$ cat src/rtl/control_unit_fsm_if.sv
// Control bundle between the instruction sequencer and the processor datapath.
// master drives the datapath controls; slave supplies Run, IR and Gnz.
interface control_unit_fsm_if #(
  parameter int IW = 10,
  parameter int NR = 8
);
  logic          Run;
  logic [IW-1:0] IR;
  logic          Gnz;
  logic          IRIn;
  logic [NR-1:0] Rin;
  logic [NR-1:0] Rout;
  logic          Gout;
  logic          DINout;
  logic          Ain;
  logic          Gin;
  logic          AddSub;
  logic          Done;

  modport master (
    input  Run, IR, Gnz,
    output IRIn, Rin, Rout, Gout, DINout, Ain, Gin, AddSub, Done
  );

  modport slave (
    output Run, IR, Gnz,
    input  IRIn, Rin, Rout, Gout, DINout, Ain, Gin, AddSub, Done
  );
endinterface

$ cat src/rtl/control_unit_fsm.sv
// Instruction sequencer: walks each instruction through T0..T3 and decodes
// the datapath controls combinationally from Tstep, IR, Run and Gnz.
module control_unit_fsm #(
  parameter int IW = 10,
  parameter int NR = 8
) (
  input  logic                  Clock,
  input  logic                  Reset,
  control_unit_fsm_if.master    cu
);
  typedef enum logic [1:0] {T0 = 2'd0, T1 = 2'd1, T2 = 2'd2, T3 = 2'd3} tstep_e;

  localparam logic [3:0] OP_MV   = 4'b0000;
  localparam logic [3:0] OP_MVI  = 4'b0001;
  localparam logic [3:0] OP_ADD  = 4'b0010;
  localparam logic [3:0] OP_SUB  = 4'b0011;
  localparam logic [3:0] OP_MVNZ = 4'b0100;

  tstep_e Tstep, tstep_nxt;

  logic [3:0]    opcode;
  logic [NR-1:0] x_oh, y_oh;
  logic          irin, gout, dinout, ain, gin, addsub, done;
  logic [NR-1:0] rin, rout;

  assign opcode = cu.IR[IW-1:IW-4];
  assign x_oh   = {{(NR-1){1'b0}}, 1'b1} << cu.IR[5:3];
  assign y_oh   = {{(NR-1){1'b0}}, 1'b1} << cu.IR[2:0];

  always_ff @(posedge Clock) begin
    if (Reset) Tstep <= T0;
    else       Tstep <= tstep_nxt;
  end

  always_comb begin
    tstep_nxt = Tstep;
    irin      = 1'b0;
    rin       = '0;
    rout      = '0;
    gout      = 1'b0;
    dinout    = 1'b0;
    ain       = 1'b0;
    gin       = 1'b0;
    addsub    = 1'b0;
    done      = 1'b0;
    // Reset silences every control so an aborted instruction writes nothing.
    if (Reset) begin
      tstep_nxt = T0;
    end else begin
      unique case (Tstep)
        T0: begin
          irin = cu.Run;
          if (cu.Run) tstep_nxt = T1;
        end
        T1: begin
          tstep_nxt = T0;
          case (opcode)
            OP_MV: begin
              rout = y_oh;
              rin  = x_oh;
              done = 1'b1;
            end
            OP_MVI: begin
              dinout = 1'b1;
              rin    = x_oh;
              done   = 1'b1;
            end
            OP_ADD, OP_SUB: begin
              rout      = x_oh;
              ain       = 1'b1;
              tstep_nxt = T2;
            end
            OP_MVNZ: begin
              done = 1'b1;
              if (cu.Gnz) begin
                rout = y_oh;
                rin  = x_oh;
              end
            end
            default: done = 1'b1;
          endcase
        end
        T2: begin
          rout      = y_oh;
          gin       = 1'b1;
          addsub    = (opcode == OP_SUB);
          tstep_nxt = T3;
        end
        T3: begin
          gout      = 1'b1;
          rin       = x_oh;
          done      = 1'b1;
          tstep_nxt = T0;
        end
        default: tstep_nxt = T0;
      endcase
    end
  end

  assign cu.IRIn   = irin;
  assign cu.Rin    = rin;
  assign cu.Rout   = rout;
  assign cu.Gout   = gout;
  assign cu.DINout = dinout;
  assign cu.Ain    = ain;
  assign cu.Gin    = gin;
  assign cu.AddSub = addsub;
  assign cu.Done   = done;
endmodule

$ cat src/flat_wrapper.sv
// flat-port wrapper written by rule: the top's interface ports become plain ports
module control_unit_fsm_flat 
#(
  parameter int IW = 10,
  parameter int NR = 8
)
  (Clock, Reset, cu_Run, cu_IR, cu_Gnz, cu_IRIn, cu_Rin, cu_Rout, cu_Gout, cu_DINout, cu_Ain, cu_Gin, cu_AddSub, cu_Done);
  control_unit_fsm_if #(.IW(IW), .NR(NR)) cu_i ();
  input  logic Clock;
  input  logic Reset;
  input wire logic [$bits(cu_i.Run)-1:0] cu_Run;
  input wire logic [$bits(cu_i.IR)-1:0] cu_IR;
  input wire logic [$bits(cu_i.Gnz)-1:0] cu_Gnz;
  output wire logic [$bits(cu_i.IRIn)-1:0] cu_IRIn;
  output wire logic [$bits(cu_i.Rin)-1:0] cu_Rin;
  output wire logic [$bits(cu_i.Rout)-1:0] cu_Rout;
  output wire logic [$bits(cu_i.Gout)-1:0] cu_Gout;
  output wire logic [$bits(cu_i.DINout)-1:0] cu_DINout;
  output wire logic [$bits(cu_i.Ain)-1:0] cu_Ain;
  output wire logic [$bits(cu_i.Gin)-1:0] cu_Gin;
  output wire logic [$bits(cu_i.AddSub)-1:0] cu_AddSub;
  output wire logic [$bits(cu_i.Done)-1:0] cu_Done;
  assign cu_i.Run = cu_Run;
  assign cu_i.IR = cu_IR;
  assign cu_i.Gnz = cu_Gnz;
  assign cu_IRIn = cu_i.IRIn;
  assign cu_Rin = cu_i.Rin;
  assign cu_Rout = cu_i.Rout;
  assign cu_Gout = cu_i.Gout;
  assign cu_DINout = cu_i.DINout;
  assign cu_Ain = cu_i.Ain;
  assign cu_Gin = cu_i.Gin;
  assign cu_AddSub = cu_i.AddSub;
  assign cu_Done = cu_i.Done;
  control_unit_fsm #(.IW(IW), .NR(NR)) u_core (.Clock(Clock), .Reset(Reset), .cu(cu_i));
endmodule
$ cat config.mk
export PLATFORM = sky130hd
export DESIGN_NAME = control_unit_fsm_flat
export DESIGN_NICKNAME = d
export VERILOG_FILES = /design/src/rtl/control_unit_fsm_if.sv /design/src/rtl/control_unit_fsm.sv /design/src/flat_wrapper.sv
export SDC_FILE = /design/constraint.sdc
export NUM_CORES = 1
export LEC_CHECK = 0
export CAP_MARGIN = 20
export CELL_PAD_IN_SITES_DETAIL_PLACEMENT = 1
export CELL_PAD_IN_SITES_GLOBAL_PLACEMENT = 1
export CORE_ASPECT_RATIO = 1.1
export CORE_MARGIN = 5
export CORE_UTILIZATION = 24
export DETAILED_ROUTE_END_ITERATION = 12
export PLACE_DENSITY = 0.81
export RECOVER_POWER = 100
export SLEW_MARGIN = 20
export SYNTH_ARGS = -nofsm -noshare
export SYNTH_HDL_FRONTEND = slang
export SYNTH_SLANG_ARGS = --single-unit
$ cat constraint.sdc
create_clock -name Clock -period 3.2 [get_ports Clock]
set_input_delay 0.96 -clock Clock [delete_from_list [all_inputs] [get_ports Clock]]
set_output_delay 0.96 -clock Clock [all_outputs]
set_load 0.05 [all_outputs]
==> metrics.md, run 1 <==
| Metric | Value |
|---|---|
| Top FF cell, synth | `dfxtp_1` |
| Count of buffers from port buffering | `36` |
| Total number of yosys warnings | `0` |
| Maximum count of clock buffers along a single path | `2` |
| Flip-flop and latch count after synthesis | `2` |
| First reported error | `[ERROR DPL-0033] detailed placement checks failed during check placement.` |
| Placed cell count | `170` |
| Total I/O pin count | `37` |
| Instance count of the mapped netlist | `70` |
| Die span in x | `55.1 microns` |
| Effective utilization at floorplan | `24.6%` |
| Number of enable-type register cells in the synthesized netlist | `0` |
| RD Place Congestion | `0.734` |
| Synthesized area divided by synthesized cell count | `7.67 sq um` |
| Largest cells by area after synthesis | `ha_1 12%, dfxtp_1 7.5%, a211oi_1 7.0%, nand2b_1 7.0%, o32ai_1 6.5%` |
| Number of buffers added to fix hold violations after cts | `0` |
| Status | `aborted with a tool error` |
| Estimated wirelength of the detail-placed design | `3140 microns` |
| Sinks on the clock net | `2` |
| Net count after synthesis | `89` |
| Cell at the root of the clock tree | `clkbuf_4` |
| Post-synth design cell area | `537 sq um` |
| Height of the die | `59.6 microns` |
| DP Worst Slack | `-0.496 ns` |
| Setup Fix Bufs, Post-CTS | `5` |
| Count of distinct cell types in the synthesized netlist | `31` |
| Last flow stage reached | `4_1_cts` |
| Proportion of netlist area held by the largest area contributor | `11.7%` |
| Post-synthesis cell type with the largest combined area | `ha_1` |
| Cell row count | `18` |
| Asr flop ratio synth | `0%` |
| Sequential element share of the synthesized area | `7.46%` |
| Number of buffers created by CTS | `3` |
| H-Tree Level Count | `1` |
| CTS resizes | `50` |
-- logic make-up after synthesis --
group           share of synthesized area (%)
buf+inv                                  4.89
compound gates                           35.2
flops                                    7.46
fa+ha+maj                                11.7
simple gates                             40.8
-- cell usage after synthesis (2+ instances only) --
cell and instances:
a2111oi_1 3, a211oi_1 5, and3_1 2, and3b_1 2, dfxtp_1 2, ha_1 5
inv_1 4, nand2_1 3, nand2b_1 6, nand3_1 4, nand4b_1 2, nor2_1 5
nor2b_1 2, o22ai_1 5, o32ai_1 4
-- per-stage QoR --
step,util [%],area (sq um),hold WS [ns]
global placement,68.6,1500,0.523
floorplan,-,648,0.503
detailed placement,68.6,1500,0.556
==> inputs of run 2 (changes only) <==
--- a/config.mk
+++ b/config.mk
@@ -6,13 +6,10 @@
 export NUM_CORES = 1
 export LEC_CHECK = 0
 export CAP_MARGIN = 20
-export CELL_PAD_IN_SITES_DETAIL_PLACEMENT = 1
-export CELL_PAD_IN_SITES_GLOBAL_PLACEMENT = 1
-export CORE_ASPECT_RATIO = 1.1
-export CORE_MARGIN = 5
-export CORE_UTILIZATION = 24
+export CORE_AREA = 5 5 66 68
 export DETAILED_ROUTE_END_ITERATION = 12
-export PLACE_DENSITY = 0.81
+export DIE_AREA = 0 0 71 73
+export PLACE_DENSITY_LB_ADDON = 0.15
 export RECOVER_POWER = 100
 export SLEW_MARGIN = 20
 export SYNTH_ARGS = -nofsm -noshare
==> run 2 against run 1 <==
The run now ends clean. Synthesized cell count unchanged. Area after synthesis stayed put.
==> metrics.md, run 2 <==
| Metric | Value |
|---|---|
| Number of violations of the max-capacitance limit | `0` |
| Commonest non-fill, non-tap cell in the layout | `buf_4` |
| Number of global-route vias before repair | `879` |
| Sinks on the clock net | `2 (unchanged)` |
| Height of the die | `73 microns (was 59.6 microns)` |
| Per-cell via count in the routed design | `4.29` |
| Setup repair after global routing missed its margin | `true` |
| Maximum count of clock buffers along a single path | `2 (unchanged)` |
| Commonest non-fill, non-tap cells in the layout | `33 x buf_4, 16 x buf_12, 6 x dlygate4sd2_1` |
| Share of the clock period used by the worst path | `98.7%` |
| Maximum number of pins on one net before global-route repair | `11` |
| Count of distinct cell types in the synthesized netlist | `31 (unchanged)` |
| Initial antenna violation count | `0` |
| Violation count after the first detailed-route iteration | `21` |
| Worst-Margin Slew | `0.611 ns` |
| Total I/O pin count | `37 (unchanged)` |
| Number of buffers added to fix hold violations after cts | `0 (unchanged)` |
| Highest clock frequency the design can meet | `317 MHz` |
| Number of enable-type register cells in the synthesized netlist | `0 (unchanged)` |
| Synthesized area divided by synthesized cell count | `7.67 sq um (unchanged)` |
| Count of non-filler cells in the finished layout | `191` |
| Area of the core region | `3800 sq um` |
| Proportion of netlist area held by the largest area contributor | `11.7% (unchanged)` |
| Final Hold Slack | `0.542 ns` |
| Cell at the root of the clock tree | `clkbuf_8 (was clkbuf_4)` |
| Global-route wire length before repair | `4200 microns` |
| Ranking of synthesized cells by instance count | `6 x nand2b_1, 5 x a211oi_1, 5 x ha_1, 5 x nor2_1, 5 x o22ai_1 (unchanged)` |
| Post-synthesis cell type with the largest combined area | `ha_1 (unchanged)` |
| Final global-route overflow total | `0` |
| Nets | `162` |
| Dominant cell by count in the synthesized netlist | `nand2b_1 (unchanged)` |
| Signal arrival time at the worst endpoint | `2.20 ns` |
| CTS clock-pin slew for the worst setup and hold paths | `0.03 ns` |
| Leak Pwr | `0.646 nW` |
| Cell row count | `23 (was 18)` |
| Placed cell count | `185 (was 170)` |
| Die span in x | `71 microns (was 55.1 microns)` |
| Critical Path Sink Type | `primary output` |
| Tightest Hold Check Type | `register to register` |
| Design Power | `247 uW` |
| Share of post-route cells with drive strength above 1 | `61.7%` |
| Required time of the critical path | `2.24 ns` |
| CP Class | `input port to primary output` |
| Total via count after detailed routing | `819` |
| Global Route Usage Sum | `9.89%` |
| Instance count of the mapped netlist | `70 (unchanged)` |
| Net count after synthesis | `89 (unchanged)` |
| Clock insertion delay at the later pin of the skew report | `0.21 ns` |
| Count of buffers from port buffering | `36 (unchanged)` |
| Effective utilization at floorplan | `14.1% (was 24.6%)` |
| Antenna-violating nets left | `0` |
| Asr flop ratio synth | `0% (unchanged)` |
| Final sum of negative setup slack | `0 ns` |
| Post-route minimum period | `3.16 ns` |
| Areal power density over the cells | `150 nW/um^2` |
| Sequential element share of the synthesized area | `7.46% (unchanged)` |
| Slew headroom | `59.4%` |
| Number of buffers created by CTS | `3 (unchanged)` |
| Largest cells by area after synthesis | `ha_1 12%, dfxtp_1 7.5%, a211oi_1 7.0%, nand2b_1 7.0%, o32ai_1 6.5% (unchanged)` |
| Crit Path Max Fanout | `4` |
| Critical path launch point type | `input port` |
| Final setup violating endpoints | `0` |
| H-Tree Level Count | `1 (unchanged)` |
| Estimated wirelength of the detail-placed design | `2100 microns (was 3140 microns)` |
| Setup slack on the worst flop-to-flop path | `1.72 ns` |
| Clock tree from TritonCTS | `yes` |
| Flip-flop and latch count after synthesis | `2 (unchanged)` |
| Final WL | `2510 microns` |
| Highest ir drop seen on vdd | `201 uV` |
| Status | `finished clean (was aborted with a tool error)` |
| Setup clock skew after layout | `0.00346 ns` |
| Hold Violations, Final | `0` |
| TritonRoute pass-1 iters | `4` |
| Max-slew violation total from the final report | `0` |
| Synthesis-to-finish area growth | `206%` |
| Antenna fix cells | `0` |
| Post-route core utilization | `43.2%` |
| Post-synth design cell area | `537 sq um (unchanged)` |
| Routed wire per std cell | `13.1 microns` |
| Total number of yosys warnings | `0 (unchanged)` |
| Top FF cell, synth | `dfxtp_1 (unchanged)` |
| Number of DRC violations after detailed routing | `0` |
| Die ar. | `5180 sq um` |
| RD Place Congestion | `0.803 (was 0.734)` |
[run 2: cell counts after synthesis]
No cell type changed its count.
[run 2: per-stage QoR]
stage                     setup slack, ns  area, sq um
after detailed placement           -0.437         1490
final                              0.0418         1640
after CTS                          0.0127         1650
after global placement             -0.409         1490
after floorplan                    -0.320          648
after global routing              -0.0135         1640
[run 2: path summary, 6_finish.rpt]
path / start / endpoint / cells past startpoint
setup / recovery: cu_IR[4] / cu_Rout[6] / 5
hold / removal: u_core.Tstep[0]$_SDFFE_PP0P_ / register / 2
setup reg to reg: register / register / 7
hold reg to reg: u_core.Tstep[0]$_SDFFE_PP0P_ / register / 2
[run 2: cell type report]
cell class | count | area (sq um)
Fill cell | 392 | 2160
Timing Repair Buffer | 69 | 761
Multi-Input combinational cell | 61 | 716
Tap cell | 50 | 62.6
Clock buffer | 3 | 41.3
Sequential cell | 2 | 40.0
Inverter | 6 | 22.5
[run 2: layer usage]
layer / track usage [%] / up-vias / share of wire (%)
li1: - / 417 / -
met1: 11.8 / 371 / 44
met2: 18.3 / 27 / 51
met3: 1.38 / 4 / 3.5
met4: 2.92 / 0 / 1.7
met5: 0 / - / 0
[run 2: logic make-up after synthesis]
logic type               count (synthesis)  share of synthesized area (%)
AND/OR/NAND/NOR                         33                           40.8
AO/OA/AOI/OAI                           23                           35.2
buffers and inverters                    7                           4.89
adder cells (fa/ha/maj)                  5                           11.7
flip-flops                               2                           7.46
[run 2: power breakdown]
part	leakage, nW	switching, mW	internal (mW)
sequential	0.0164	0.00251	0.0269
clock	0.0216	0.0173	0.0793
combinational	0.608	0.0649	0.0559
[run 2: worst max-delay path, cell delays in order]
cell,delay [ns]
clkdlybuf4s50_1,0.53
nand4b_1,0.19
buf_4,0.19
o22ai_2,0.15
buf_6,0.18
[run 2: what timing repair did]
action | in CTS | in global routing
endpoints found under the setup margin | 19 | 5
setup buffers | 1 | 2
pin swaps | 14 | 6
resized for setup | 46 | 12
Note: power is estimated with default switching activity, not from simulation.
==> inputs of run 3 (changes only) <==
--- a/config.mk
+++ b/config.mk
@@ -6,9 +6,9 @@
 export NUM_CORES = 1
 export LEC_CHECK = 0
 export CAP_MARGIN = 20
-export CORE_AREA = 5 5 66 68
+export CORE_AREA = 2 2 63 65
 export DETAILED_ROUTE_END_ITERATION = 12
-export DIE_AREA = 0 0 71 73
+export DIE_AREA = 0 0 65 67
 export PLACE_DENSITY_LB_ADDON = 0.15
 export RECOVER_POWER = 100
 export SLEW_MARGIN = 20
==> run 3 against run 2 <==
Cell count is 0.52% higher. First-iteration DRC count fell by 19%. Cell area decreased by 3.3%. Core utilization up 0.82 points. Clock-buffer cell count unchanged. Combinational power about the same.
==> metrics.md, run 3 (same netlist as run 2, synthesis figures left out) <==
| Metric | Value |
|---|---|
| Status | `finished clean (unchanged)` |
| Areal power density over the cells | `156 nW/um^2 (was 150 nW/um^2)` |
| Total I/O pin count | `37 (unchanged)` |
| Nets | `165 (was 162)` |
| Number of buffers added to fix hold violations after cts | `0 (unchanged)` |
| CP Class | `input port to primary output (unchanged)` |
| Max-slew violation total from the final report | `0 (unchanged)` |
| Final WL | `2530 microns (was 2510 microns)` |
| Number of buffers created by CTS | `3 (unchanged)` |
| Tightest Hold Check Type | `register to register (unchanged)` |
| Filler Cells Inserted | `369 (was 392)` |
| Share of the clock period used by the worst path | `98.7% (about the same)` |
| CP max-delay cell | `or4b_4 (was clkdlybuf4s50_1)` |
| Violation count after the first detailed-route iteration | `17 (was 21)` |
| Highest ir drop seen on vdd | `107 uV (was 201 uV)` |
| Placed cell count | `187 (was 185)` |
| Leak Pwr | `0.640 nW (was 0.646 nW)` |
| Highest clock frequency the design can meet | `317 MHz (about the same)` |
| Number of DRC violations after detailed routing | `0 (unchanged)` |
| Final setup violating endpoints | `0 (unchanged)` |
| Share of post-route cells with drive strength above 1 | `62.5% (was 61.7%)` |
| Die ar. | `4360 sq um (was 5180 sq um)` |
| Total via count after detailed routing | `851 (was 819)` |
| Global Route Usage Sum | `12.2% (was 9.89%)` |
| Sinks on the clock net | `2 (unchanged)` |
| Post-route minimum period | `3.16 ns (about the same)` |
| Setup repair after global routing missed its margin | `false (was true)` |
| Die span in x | `65 microns (was 71 microns)` |
| Critical-path cell list | `clkdlybuf4s15_1 -> and2b_1 -> or4b_4 -> o22ai_4 -> clkbuf_8 (was clkdlybuf4s50_1 -> nand4b_1 -> buf_4 -> o22ai_2 -> buf_6)` |
| RD Place Congestion | `0.755 (was 0.803)` |
| Synthesis-to-finish area growth | `196% (was 206%)` |
| Critical Path Sink Type | `primary output (unchanged)` |
| Worst-Margin Slew | `0.612 ns (was 0.611 ns)` |
| Area of the multi-input gates | `707 sq um (was 716 sq um)` |
| Clock tree from TritonCTS | `yes (unchanged)` |
| Commonest non-fill, non-tap cell in the layout | `buf_4 (unchanged)` |
| Cell at the root of the clock tree | `clkbuf_8 (unchanged)` |
| TritonRoute pass-1 iters | `4 (unchanged)` |
| Crit Path Max Fanout | `2 (was 4)` |
| Height of the die | `67 microns (was 73 microns)` |
| Hold Violations, Final | `0 (unchanged)` |
| H-Tree Level Count | `1 (unchanged)` |
| Routed wire per std cell | `13.2 microns (was 13.1 microns)` |
| Slew headroom | `59.4% (about the same)` |
| Estimated wirelength of the detail-placed design | `2090 microns (was 2100 microns)` |
| Per-cell via count in the routed design | `4.43 (was 4.29)` |
| Cell row count | `22 (was 23)` |
| CTS clock-pin slew for the worst setup and hold paths | `0.03 ns (about the same)` |
| Commonest non-fill, non-tap cells in the layout | `31 x buf_4, 13 x buf_12, 7 x clkbuf_2 (was 33 x buf_4, 16 x buf_12, 6 x dlygate4sd2_1)` |
| Critical path launch point type | `input port (unchanged)` |
| Count of buffers from port buffering | `36 (unchanged)` |
| Final sum of negative setup slack | `0 ns (unchanged)` |
| Clock insertion delay at the later pin of the skew report | `0.21 ns (about the same)` |
| Global-route wire length before repair | `4140 microns (was 4200 microns)` |
| Area of the core region | `3610 sq um (was 3800 sq um)` |
| Final global-route overflow total | `0 (unchanged)` |
| Worst path bufs/invs | `2 (was 3)` |
| Maximum count of clock buffers along a single path | `2 (unchanged)` |
| Number of violations of the max-capacitance limit | `0 (unchanged)` |
| Combined flip-flop and latch cell area | `40.0 sq um (unchanged)` |
| Effective utilization at floorplan | `14.9% (was 14.1%)` |
| Maximum number of pins on one net before global-route repair | `11 (unchanged)` |
| Initial antenna violation count | `0 (unchanged)` |
| Setup clock skew after layout | `0.000979 ns (was 0.00346 ns)` |
| Required time of the critical path | `2.24 ns (about the same)` |
| Signal arrival time at the worst endpoint | `2.20 ns (about the same)` |
| Antenna-violating nets left | `0 (unchanged)` |
| Count of non-filler cells in the finished layout | `192 (was 191)` |
| Category of cells accounting for the largest share of critical-path delay | `simple AND/OR/NAND/NOR gates (was buffers and inverters)` |
| Number of global-route vias before repair | `917 (was 879)` |
| Antenna fix cells | `0 (unchanged)` |
| Worst stage delay on the critical path | `0.47 ns (was 0.53 ns)` |
[run 3: cell count changes in the layout (fill, tap and decap cells not counted), sizes merged]
cell / before / now
clkbuf: 6 / 15
buf: 55 / 49
clkdlybuf4s15: 1 / 2
clkdlybuf4s50: 1 / 0
[run 3: repair_timing]
| action | CTS | global route |
|---|---|---|
| setup endpoints to repair | 19 | 6 |
| pin swaps | 15 | 4 |
| gates resized for setup | 42 | 10 |
| buffers inserted | 2 | 0 |
[run 3: report_power, final]
part	leakage (nW)	switching, mW	internal [mW]	total [mW]
clock	0.0216	0.0189	0.0794	0.0983
combinational	0.602	0.0641	0.0559	0.120
sequential	0.0164	0.00275	0.0269	0.0296
[run 3: area by class of cell]
cell class	count	area share, %
Inverter	6	1.42
Sequential cell	2	2.52
Clock buffer	3	2.60
Multi-Input combinational cell	61	44.5
Timing Repair Buffer	72	45.2
Tap cell	48	3.78
[run 3: worst paths after layout]
kind | start | end | slack, ns | cells past startpoint
worst min register to register | u_core.Tstep[0]$_SDFFE_PP0P_ | register | 0.57 | 2
worst min-delay path | u_core.Tstep[0]$_SDFFE_PP0P_ | register | 0.57 | 2
worst max register to register | u_core.Tstep[0]$_SDFFE_PP0P_ | register | 1.82 | 5
worst max-delay path | cu_IR[2] | cu_Rout[2] | 0.04 | 5
[run 3: routing by layer]
metal,track usage (%),wire length (microns)
met3,2.03,103
met5,0,0
met1,15.0,1100
met2,21.8,1320
met4,3.19,13
[run 3: worst register-to-register path, cell delays in order, from the launching register on]
cell	delay, ns
dfxtp_1	0.42
ha_1	0.29
and4bb_1	0.27
buf_4	0.12
nand3_1	0.07
a21oi_1	0.13
[run 3: metrics by stage]
step | power [mW] | utilization (%) | setup slack, ns | instance area [sq um] | hold slack (ns)
floorplan | 0.0780 | - | -0.320 | 648 | 0.503
global placement | 0.142 | 41.9 | -0.364 | 1510 | 0.531
finish | 0.248 | 44.1 | 0.0411 | 1590 | 0.570
detailed placement | 0.143 | 41.9 | -0.388 | 1510 | 0.561
global route | 0.263 | 44.1 | 0.0000955 | 1590 | 0.603
CTS | 0.255 | 46.4 | 0.000816 | 1670 | 0.568
